### src/rtl/sum_bcd_pkg.sv
// Shared types and constants for the sum-to-BCD seven-segment display block.
// Glyphs are encoded {g,f,e,d,c,b,a}, active high.
package sum_bcd_pkg;

   localparam int unsigned SUM_W     = 5;
   localparam int unsigned BCD_W     = 8;
   localparam int unsigned NUM_STEPS = 5;

   typedef enum logic {
      StIdle,
      StConv
   } state_e;

   localparam logic [6:0] SEG_0     = 7'b0111111;
   localparam logic [6:0] SEG_1     = 7'b0000110;
   localparam logic [6:0] SEG_2     = 7'b1011011;
   localparam logic [6:0] SEG_3     = 7'b1001111;
   localparam logic [6:0] SEG_4     = 7'b1100110;
   localparam logic [6:0] SEG_5     = 7'b1101101;
   localparam logic [6:0] SEG_6     = 7'b1111101;
   localparam logic [6:0] SEG_7     = 7'b0000111;
   localparam logic [6:0] SEG_8     = 7'b1111111;
   localparam logic [6:0] SEG_9     = 7'b1101111;
   localparam logic [6:0] SEG_BLANK = 7'b0000000;

   // Double-dabble correction applied to one BCD nibble before each shift.
   function automatic logic [3:0] dabble_adj(input logic [3:0] nib);
      return (nib >= 4'd5) ? nib + 4'd3 : nib;
   endfunction

endpackage

### src/rtl/seg7_decode.sv
// Combinational BCD nibble to seven-segment glyph lookup; values above 9 are blank.
module seg7_decode
   import sum_bcd_pkg::*;
(
   input  logic [3:0] digit_i,
   output logic [6:0] seg_o
);

   always_comb begin
      seg_o = SEG_BLANK;
      case (digit_i)
         4'd0:    seg_o = SEG_0;
         4'd1:    seg_o = SEG_1;
         4'd2:    seg_o = SEG_2;
         4'd3:    seg_o = SEG_3;
         4'd4:    seg_o = SEG_4;
         4'd5:    seg_o = SEG_5;
         4'd6:    seg_o = SEG_6;
         4'd7:    seg_o = SEG_7;
         4'd8:    seg_o = SEG_8;
         4'd9:    seg_o = SEG_9;
         default: seg_o = SEG_BLANK;
      endcase
   end

endmodule

### src/rtl/sum_bcd_display.sv
// Converts a 5-bit sum to two BCD digits by serial double-dabble and multiplexes them onto
// a two-digit seven-segment display. Define SUM_BCD_DISPLAY_ZERO_BLANK_EN to blank a zero tens.
module sum_bcd_display
   import sum_bcd_pkg::*;
#(
   parameter int unsigned REFRESH_DIV = 1024
) (
   input  logic             clk,
   input  logic             rst,
   input  logic             ena,
   input  logic [SUM_W-1:0] sum_in,
   input  logic             sum_valid,
   output logic             sum_ready,
   output logic [6:0]       seg,
   output logic [1:0]       dig_sel,
   output logic             busy
);

   localparam int unsigned CntW  = (REFRESH_DIV > 1) ? $clog2(REFRESH_DIV) : 1;
   localparam int unsigned StepW = $clog2(NUM_STEPS);

   state_e             state_q, state_d;
   logic [SUM_W-1:0]   shift_q, shift_d;
   logic [BCD_W-1:0]   scratch_q, scratch_d;
   logic [StepW-1:0]   step_q, step_d;
   logic [3:0]         tens_q, tens_d;
   logic [3:0]         ones_q, ones_d;
   logic [CntW-1:0]    cnt_q, cnt_d;
   logic               idx_q, idx_d;

   logic [BCD_W-1:0]   adj;
   logic [BCD_W-1:0]   stepped;
   logic [3:0]         digit;
   logic [6:0]         glyph;

   assign adj     = {dabble_adj(scratch_q[7:4]), dabble_adj(scratch_q[3:0])};
   // The adjusted scratch never exceeds 7 bits here, so dropping the top bit is lossless.
   assign stepped = BCD_W'({adj, shift_q[SUM_W-1]});

   always_comb begin
      state_d   = state_q;
      shift_d   = shift_q;
      scratch_d = scratch_q;
      step_d    = step_q;
      tens_d    = tens_q;
      ones_d    = ones_q;
      if (ena) begin
         unique case (state_q)
            StIdle: begin
               if (sum_valid) begin
                  shift_d   = sum_in;
                  scratch_d = '0;
                  step_d    = '0;
                  state_d   = StConv;
               end
            end
            StConv: begin
               scratch_d = stepped;
               shift_d   = {shift_q[SUM_W-2:0], 1'b0};
               step_d    = step_q + StepW'(1);
               if (step_q == StepW'(NUM_STEPS - 1)) begin
                  tens_d  = stepped[7:4];
                  ones_d  = stepped[3:0];
                  state_d = StIdle;
               end
            end
            default: state_d = StIdle;
         endcase
      end
   end

   always_comb begin
      cnt_d = cnt_q;
      idx_d = idx_q;
      if (ena) begin
         if (cnt_q == CntW'(REFRESH_DIV - 1)) begin
            cnt_d = '0;
            idx_d = ~idx_q;
         end else begin
            cnt_d = cnt_q + CntW'(1);
         end
      end
   end

   always_ff @(posedge clk) begin
      if (rst) begin
         state_q   <= StIdle;
         shift_q   <= '0;
         scratch_q <= '0;
         step_q    <= '0;
         tens_q    <= '0;
         ones_q    <= '0;
         cnt_q     <= '0;
         idx_q     <= 1'b0;
      end else begin
         state_q   <= state_d;
         shift_q   <= shift_d;
         scratch_q <= scratch_d;
         step_q    <= step_d;
         tens_q    <= tens_d;
         ones_q    <= ones_d;
         cnt_q     <= cnt_d;
         idx_q     <= idx_d;
      end
   end

   assign sum_ready = ena && (state_q == StIdle);
   assign busy      = (state_q == StConv);
   assign dig_sel   = idx_q ? 2'b10 : 2'b01;
   assign digit     = idx_q ? tens_q : ones_q;

   seg7_decode u_seg7_decode (
      .digit_i (digit),
      .seg_o   (glyph)
   );

`ifdef SUM_BCD_DISPLAY_ZERO_BLANK_EN
   assign seg = (idx_q && (tens_q == 4'd0)) ? SEG_BLANK : glyph;
`else
   assign seg = glyph;
`endif

endmodule

### config.mk
export PLATFORM = sky130hd
export DESIGN_NAME = sum_bcd_display
export DESIGN_NICKNAME = d
export VERILOG_FILES = /design/src/rtl/sum_bcd_pkg.sv /design/src/rtl/seg7_decode.sv /design/src/rtl/sum_bcd_display.sv
export SDC_FILE = /design/constraint.sdc
export NUM_CORES = 1
export LEC_CHECK = 0
export ABC_AREA = 1
export BUFFER_PORTS_ARGS = -buffer_cell sky130_fd_sc_hd__clkbuf_2
export CAP_MARGIN = 20
export CORE_AREA = 2 2 76 78
export DETAILED_ROUTE_END_ITERATION = 7
export DIE_AREA = 0 0 78 80
export GPL_TIMING_DRIVEN = 1
export HOLD_SLACK_MARGIN = 0.15
export PLACE_DENSITY = 0.52
export SYNTH_ARGS = -nofsm -noshare
export SYNTH_HDL_FRONTEND = slang
export SYNTH_SLANG_ARGS = --single-unit
### constraint.sdc
create_clock -name clk -period 1.7 [get_ports clk]
set_clock_uncertainty 0.05 [all_clocks]
set_input_delay 0.085 -clock clk [delete_from_list [all_inputs] [get_ports clk]]
set_output_delay 0.085 -clock clk [all_outputs]
set_load 0.005 [all_outputs]
======== Word level (Yosys, flattened, before mapping) ========
Memories as Yosys holds them, arrays and structs flattened.
Index checks and enable logic that the tools add are counted.
word-level totals
  register bits ........................... 36
  ROM bits ................................ 112
  output and inout port bits .............. 11
  word-level logic and storage cells ...... 38
  memories ................................ 1
memories
  name              words  width  read ports  clocked after Yosys merged registers in  write ports  RTL line           source
  (name not given)  16     7      1           0                                        0            seg7_decode.sv:11  case (digit_i)
cells by class
  $add $sub $neg .......................... 4
  $lt $le $gt $ge ......................... 2
  eq/ne operators ......................... 3
  muxes and demuxes ....................... 14
  bitwise operators ....................... 2
  reductions and logical operators ........ 4
operators with widths
  cell                     count
  $pmux W8 S2              1
  $add A10 B1 Y10 const B  1
  $eq A10 B10 Y1 const B   1
  $mux W10                 1
  $pmux W5 S2              1
  $ge A4 B3 Y1 const B     2
  $mux W4                  2
  $mux W8                  1
  $mux W3                  2
  $pmux W3 S2              1
  $mux W5                  1
  $add A4 B2 Y4 const B    1
  $reduce_and A2 Y1        2
  $add A3 B1 Y3 const B    1
  $add A3 B2 Y3 const B    1
  $eq A3 B3 Y1 const B     1
  $reduce_and A3 Y1        1
  $mux W1                  2
  $mux W2                  1
  $ne A2 B2 Y1 const B     1
  $not A1 Y1               2
  $pmux W1 S2              1
  $logic_and A1 B1 Y1      1

======== Depth between registers and ports, before layout ========
Gate-level depths: netlist of run 1.
  depth in word-level cells ............... 3
  mapped depth ............................ 10
  gate-level depth less buffers ........... 10

======== Hierarchy ========
Synthesis of run 1 repeated with hierarchy kept, for this count alone.
second synthesis, totals
  cell total of the unflattened synthesis .. 298
  area total of the unflattened synthesis .. 2085.8 µm²
modules (own cells, without submodules)
  module           instances  cells an instance  area each (µm²)  seq. area each (µm²)
  sum_bcd_display  1          259                1875.5           720.7
  seg7_decode      1          39                 210.2            0.0

======== Worst setup path after synthesis of run 1 ========
No wires, ideal clock.
  path kind ............................... register to output
  start point ............................. register idx_q
  end point ............................... output port seg[6]
  arrival ................................. 1.420 ns
  data required time ...................... 1.565 ns
  slack ................................... 0.145 ns
  stages on the path, launching flop included .. 10
  buffers on the path ..................... 1
  cells stage by stage .................... dfxtp_1 > buf_6 > o21ai_0 > inv_1 > ha_1 > inv_1 > nand2_1 > o21ai_0 > nand2_1 > nand2_1
between the ends
  cells in the longest elaborated chain, start to end .. 2
RTL lines
  what                    RTL line                source
  start, declared         sum_bcd_display.sv:29   logic idx_q, idx_d;
  start signal, assigned  sum_bcd_display.sv:103  idx_q <= idx_d;
  $mux W4                 sum_bcd_display.sv:110  assign digit = idx_q ? tens_q : ones_q;
  $mem_v2 Z16 W7          -
  end, declared           sum_bcd_display.sv:14   output logic [6:0] seg,
Every way passes these cells.

======== Final worst setup path of run 1 ========
  start point ............................. register idx_q
  end point ............................... output port seg[3]
Same word-level chain as after synthesis.

==> flow_summary_export.csv, run 1 <==
group,metric,value,unit
run_status,run_status,"finished with violations",
run_status,violations,"negative setup slack",
power_and_ir_drop,p_comb_share,8.0,%
synthesis,ys_seq_area_share,35.5,%
place,placement.io_buffers,19,
worst_setup_path,end_kind,"primary output",
final_layout,stdcell_count,403,
synthesis,synth_mux_area_share,1.97,%
worst_setup_path,slowest_stage,"dfxtp_4",
detailed_routing,totalWireLength,4.14,mm
sta,max-slew-margin-rel,82.6,%
synthesis,synth_simple_gate_area_share,28.1,%
floorplan,core-area,0.00541,mm2
power_and_ir_drop,power.switching,0.000373,W
global_route,grt_overflow,0,
flow_run,drv_cap,0,
synthesis,synthXorXnorAreaFrac,1.29,%
place,dp_cells,375,
worst_setup_path,regToRegSetupSlack,0.15,ns
cts,clk_pin_slew,0.07,ns
worst_setup_path,crit_path_start_kind,"register",
place,gp_congestion,0.790,
place,placed_area,0.00218,mm2
cts,cts_tree,"built",
sta,slew_viol_final,0,
worst_setup_path,crit_fanout,6,
worst_setup_path,cpPeakStageDelay,0.36,ns
synthesis,syn_area_per_cell,7.05,um2
final_layout,n_antenna_cell,0,
worst_setup_path,cp.required,1.56,ns
floorplan,placementRows,27,
synthesis,synth_top_family_by_area,"simple AND/OR/NAND/NOR gates",
sta,timing.hold.ws,0.163,ns
final_layout,mostFrequentLayoutCells,"nand2_1 (71), dfxtp_1 (35), inv_1 (33)",
cts,cts-buffers-inserted,5,
global_route,grt_max_degree,21,
detailed_routing,drc,0,
final_layout,design_area,0.00254,mm2
sta,tightest_slew,0.258,ns
synthesis,postSynthRegisterBits,36,
sta,period_needed,1.75,ns
detailed_routing,antenna_left,0,
cts,h-tree-depth,2,
place,dp_hpwl,2.89,mm
power_and_ir_drop,p_int,0.00128,W
cts,cts_root_buf,"clkbuf_8",
detailed_routing,drtPass1Iterations,4,
worst_setup_path,cp_top_family,"flip-flops",
global_route,grt_pass1_vias,1708,
synthesis,yosysUniqueCellTypes,32,
global_route,grt_pass1_wl,7.31,mm
global_route,grt_usage,14.5,%
worst_setup_path,crit_arrival,1.62,ns
hold_path,holdCritPathClass,"in -> reg",
floorplan,die-width,78,um
power_and_ir_drop,switching_share,22.5,%
sta,fmax,570,MHz
sta,layout_setup_ws,-0.0547,ns
final_layout,drive_gt1_share,20.5,%
detailed_routing,initialDrtViolationCount,44,
worst_setup_path,path_class,"reg -> out",
synthesis,synth_warnings,0,
sta,rsz0062_at_grt,"yes",
sta,hold_violations,0,
cts,clockBufferDepth,2,
final_layout,final_util,46.9,%
power_and_ir_drop,p_clk_share,39.4,%
power_and_ir_drop,irDropWorstVdd,0.384,mV
power_and_ir_drop,p_seq_share,52.5,%
worst_setup_path,cp_num_buf_inv,3,
worst_setup_path,crit_path_cell_trace,"buf_6 > o21ai_4 > ha_1 > inv_1 > nor2_1 > o21ai_1 > nand2_1 > clkbuf_2",
floorplan,fp.dieArea,0.00624,mm2
synthesis,synth_fa_ha_area_share,8.01,%
final_layout,fin_nets,353,
sta,timing.final.crit_share,103,%
floorplan,ios,20,
synthesis,synth_area,0.00203,mm2
sta,setup_viol,6,
global_route,antenna_found_initial,0,
synthesis,synthCells,288,
final_layout,area_growth,25.0,%
cts,clkLatencyLatePin,0.28,ns
cts,clock_sinks,36,
detailed_routing,routedWlPerCell,10.3,um
power_and_ir_drop,power.density,653,mW/mm2
power_and_ir_drop,p_leak,1.10,nW
floorplan,start_util,37.5,%
detailed_routing,vias,1841,
final_layout,final_common_cell,"nand2_1",
detailed_routing,drt-vias-per-instance,4.57,
synthesis,synth_nets,310,
synthesis,synth-compound-area-share,13.9,%
floorplan,die_h,80,um
[routing by layer]
| layer | track usage, % | share of wire [%] | vias to the layer above |
|---|---|---|---|
| met4 | 5.26 | 1.4 | 0 |
| met2 | 24.5 | 45 | 22 |
| met1 | 17.6 | 50 | 815 |
| li1 | - | - | 998 |
| met5 | 0 | 0 | - |
| met3 | 3.96 | 3.7 | 6 |
[layout make-up]
type | instances | area, um2
fillers | 563 | 2870
multi-input cells | 202 | 1140
flip-flops and latches | 36 | 724
repair buffers | 45 | 333
inverters | 41 | 158
clock buffers | 7 | 96.3
well taps | 72 | 90.1
[repair_timing]
item                                    4_1_cts  5_1_grt
hold buffers                                 14        0
setup buffers                                 3        4
pin swaps                                     3        8
endpoints found under the hold margin         9        0
gates resized for setup                       9       23
endpoints found under the setup margin        7       10
[power by group through the flow]
stage	clock (W)	combinational [W]	sequential, W
after global placement	0	0.000103	0.000891
after floorplan	0	0.0000782	0.000888
final	0.000653	0.000133	0.000870
after CTS	0.000685	0.000133	0.000871
after detailed placement	0	0.000103	0.000890
after global routing	0.000716	0.000150	0.000872
[synth_stat cells]
cell type	instances	area (um2)
nor2_2	2	12.5
nand3_1	13	65.1
o21ai_4	1	16.3
mux2i_1	4	40.0
a211oi_1	1	7.51
or2_2	1	6.26
a21oi_1	26	130
clkbuf_1	3	11.3
buf_6	4	45.0
o21ai_0	19	95.1
nor3_1	3	15.0
nand4_1	6	37.5
dfxtp_1	36	721
xnor2_1	1	8.76
o21a_1	2	15.0
nor2_4	1	11.3
o21ai_2	1	8.76
buf_4	1	7.51
buf_2	1	5.00
o21ai_1	2	10.0
inv_2	2	7.51
nand2_4	1	11.3
nand2_1	73	274
nor2_1	26	97.6
nor3_2	1	10.0
inv_1	37	139
ha_1	13	163
xor2_1	2	17.5
inv_4	1	6.26
nand2_2	2	12.5
nand3_4	1	17.5
clkinv_2	1	5.00
[flip-flops by register name, indices dropped and copies added (netlist names)]
register   cells
busy           1
cnt_q         10
idx_q          1
ones_q         4
scratch_q      8
shift_q        5
step_q         3
tens_q         4
[logic make-up after synthesis]
| logic type | after synthesis |
|---|---|
| multiplexers | 4 |
| AO/OA/AOI/OAI | 52 |
| AND/OR/NAND/NOR | 130 |
| flip-flops | 36 |
| XOR/XNOR | 3 |
| adder cells (fa/ha/maj) | 13 |
| buffers and inverters | 50 |
[worst min-delay path, stage by stage]
cell      delay [ns]
clkbuf_2        0.15
o21ai_0         0.18
a21oi_1         0.04
[worst paths after layout]
check                                            endpoint                 startpoint  cells after the start
worst max-delay path                               seg[3]         idx_q$_SDFFE_PP0P_                      8
worst min-delay path                cnt_q[1]$_SDFFE_PP0P_                        ena                      3
worst max register to register    shift_q[2]$_SDFFE_PP0P_          busy$_SDFFE_PP0P_                      4
worst min register to register  scratch_q[5]$_SDFFE_PP0P_  scratch_q[5]$_SDFFE_PP0P_                      2
[per-stage QoR]
stage,setup TNS [ns],power (W),setup WS (ns)
floorplan,0,0.000966,0.145
global placement,0,0.000994,0.0152
detailed placement,-0.0117,0.000993,-0.0117
CTS,-0.243,0.00169,-0.0617
global route,-0.901,0.00174,-0.170
finish,-0.181,0.00166,-0.0547
No activity file was read; power rests on OpenSTA's default activity.
==> inputs of run 2 (changes only) <==
--- a/config.mk
+++ b/config.mk
@@ -14,6 +14,7 @@
 export GPL_TIMING_DRIVEN = 1
 export HOLD_SLACK_MARGIN = 0.15
 export PLACE_DENSITY = 0.52
+export RECOVER_POWER = 25
 export SYNTH_ARGS = -nofsm -noshare
 export SYNTH_HDL_FRONTEND = slang
 export SYNTH_SLANG_ARGS = --single-unit
==> constraint.sdc (replaced) <==
create_clock -name clk -period 1.7 [get_ports clk]
set_clock_uncertainty 0.05 [all_clocks]
set_input_delay 0.34 -clock clk [delete_from_list [all_inputs] [get_ports clk]]
set_output_delay 0.34 -clock clk [all_outputs]
set_load 0.005 [all_outputs]
==> flow_summary_export.csv, run 2 (same netlist as run 1, synthesis figures left out) <==
group,metric,value,unit
run_status,run_status,"finished with violations",
run_status,violations,"negative setup slack",
sta,fmax,528,MHz
floorplan,placementRows,27,
cts,cts_root_buf,"clkbuf_8",
power_and_ir_drop,p_int,0.00126,W
hold_path,holdCritPathClass,"in -> reg",
final_layout,fillers,570,
worst_setup_path,regToRegSetupSlack,0.27,ns
cts,clock_sinks,36,
detailed_routing,drt-vias-per-instance,4.61,
place,gp_congestion,0.791,
floorplan,die_h,80,um
cts,clkLatencyLatePin,0.28,ns
global_route,grt_pass1_wl,7.12,mm
worst_setup_path,regToRegStartpoint,"scratch_q[0]$_SDFFE_PP0P_",
power_and_ir_drop,p_leak,1.03,nW
global_route,grt_usage,14.2,%
detailed_routing,initialDrtViolationCount,52,
sta,setup_viol,7,
sta,hold_violations,0,
sta,period_needed,1.89,ns
final_layout,mostFrequentLayoutCells,"nand2_1 (71), dfxtp_1 (35), inv_1 (33)",
global_route,grt_use_met2,24.7,%
worst_setup_path,timing.rr.end,"ones_q[2]$_SDFFE_PP0P_",
worst_setup_path,crit_arrival,1.50,ns
detailed_routing,drc,0,
hold_path,min_to,"shift_q[0]$_SDFFE_PP0P_",
global_route,grt_pass1_vias,1665,
cts,cts-buffers-inserted,5,
global_route,grt_overflow,0,
sta,slew_viol_final,0,
power_and_ir_drop,p_clk_share,40.1,%
sta,timing.final.crit_share,111,%
floorplan,start_util,37.5,%
cts,h-tree-depth,2,
worst_setup_path,slowest_stage,"dfxtp_4",
final_layout,seq_area,724,um2
final_layout,final_util,43.7,%
final_layout,regMostFlops,"cnt_q",
floorplan,core-area,0.00541,mm2
final_layout,area_growth,16.3,%
detailed_routing,antenna_left,0,
sta,rsz0062_at_grt,"yes",
detailed_routing,routedWlPerCell,10.2,um
flow_run,drv_cap,0,
worst_setup_path,crit_fanout,6,
final_layout,fin_nets,337,
worst_setup_path,crit_path_cell_trace,"o21ai_4 > ha_1 > inv_1 > nor2_2 > o21ai_1 > nand2_1 > clkbuf_2",
global_route,antenna_found_initial,0,
worst_setup_path,cp.required,1.31,ns
worst_setup_path,cpPeakStageDelay,0.38,ns
hold_path,hold_path_depth,3,
place,dp_hpwl,2.93,mm
final_layout,n_antenna_cell,0,
sta,max-slew-margin-rel,66.4,%
worst_setup_path,crit_path_start_kind,"register",
final_layout,top_regs,"cnt_q: 10 flops, scratch_q: 8 flops, shift_q: 5 flops",
global_route,grt.busiest_layer,"met2",
detailed_routing,drtPass1Iterations,4,
power_and_ir_drop,power.density,685,mW/mm2
sta,tightest_slew,0.504,ns
global_route,grt_max_degree,21,
detailed_routing,totalWireLength,3.96,mm
cts,cts_tree,"built",
place,place_ws,-0.0879,ns
power_and_ir_drop,power.switching,0.000361,W
cts,clk_pin_slew,0.07,ns
floorplan,die-width,78,um
worst_setup_path,r2r_cells,10,
final_layout,drive_gt1_share,19.7,%
power_and_ir_drop,p_comb_share,6.1,%
cts,clockBufferDepth,2,
floorplan,fp.dieArea,0.00624,mm2
power_and_ir_drop,irDropWorstVdd,0.320,mV
global_route,met1_usage,17.1,%
worst_setup_path,path_class,"reg -> out",
sta,layout_setup_ws,-0.194,ns
final_layout,final_common_cell,"nand2_1",
floorplan,ios,20,
global_route,grt_use_met3,3.85,%
hold_path,worstHoldStart,"sum_in[0]",
final_layout,largest_reg_flops,10,
worst_setup_path,end_kind,"primary output",
power_and_ir_drop,switching_share,22.3,%
place,placement.io_buffers,19,
detailed_routing,vias,1785,
final_layout,multiInputGateArea,0.00113,mm2
power_and_ir_drop,p_seq_share,53.8,%
==> run 2: power groups by stage <==
stage               Combinational, W  Clock, W  Sequential [W]
finish                     0.0000984  0.000648        0.000871
global route                0.000114  0.000705        0.000873
CTS                         0.000102  0.000676        0.000871
detailed placement          0.000102         0        0.000892
global placement            0.000102         0        0.000891
floorplan                  0.0000782         0        0.000888
==> run 2: per-stage QoR <==
step	hold slack, ns	cell area [um2]	power [W]	setup TNS [ns]	cells
6_report	0.269	2360	0.00162	-1.17	387
4_1_cts	0.268	2340	0.00165	-1.46	386
3_5_place_dp	0.406	2210	0.000994	-0.380	379
2_1_floorplan	0.389	2030	0.000966	0	288
5_1_grt	0.283	2360	0.00169	-1.95	387
3_3_place_gp	0.406	2210	0.000993	-0.0601	379
==> run 2: layout make-up <==
| type | count | share of cell area, % |
|---|---|---|
| repair buffers | 29 | 7.05 |
| inverters | 41 | 6.68 |
| clock buffers | 7 | 4.08 |
| well taps | 72 | 3.82 |
| flip-flops and latches | 36 | 30.7 |
| multi-input cells | 202 | 47.7 |
==> run 2: critical path: cells and delay by family, from the launching register on <==
kind | cells | cell delay [ns]
flip-flops | 1 | 0.38
AO/OA/AOI/OAI | 2 | 0.31
adder cells (fa/ha/maj) | 1 | 0.27
buffers and inverters | 2 | 0.17
AND/OR/NAND/NOR | 2 | 0.09
==> run 2: what timing repair did <==
action / 4_1_cts / 5_1_grt
gates resized for setup: 14 / 8
buffers inserted: 0 / 1
hold buffers: 0 / 0
endpoints found under the setup margin: 7 / 7
pin swaps: 4 / 2
==> run 2: how the worst max path moves through the flow <==
stage	from	to	slack, ns	depth (start not counted)
2_1_floorplan	idx_q$_SDFFE_PP0P_	seg[6]	0.03	9
3_3_place_gp	idx_q$_SDFFE_PP0P_	seg[6]	-0.03	10
3_5_place_dp	idx_q$_SDFFE_PP0P_	seg[6]	-0.09	10
4_1_cts	idx_q$_SDFFE_PP0P_	seg[3]	-0.23	7
5_1_grt	idx_q$_SDFFE_PP0P_	seg[6]	-0.33	10
6_report	idx_q$_SDFFE_PP0P_	seg[3]	-0.19	7
==> run 2: routing by layer <==
metal	vias up	part of all wire [%]
li1	972	-
met1	787	52
met2	21	44
met3	5	2.8
met4	0	1.1
met5	-	0
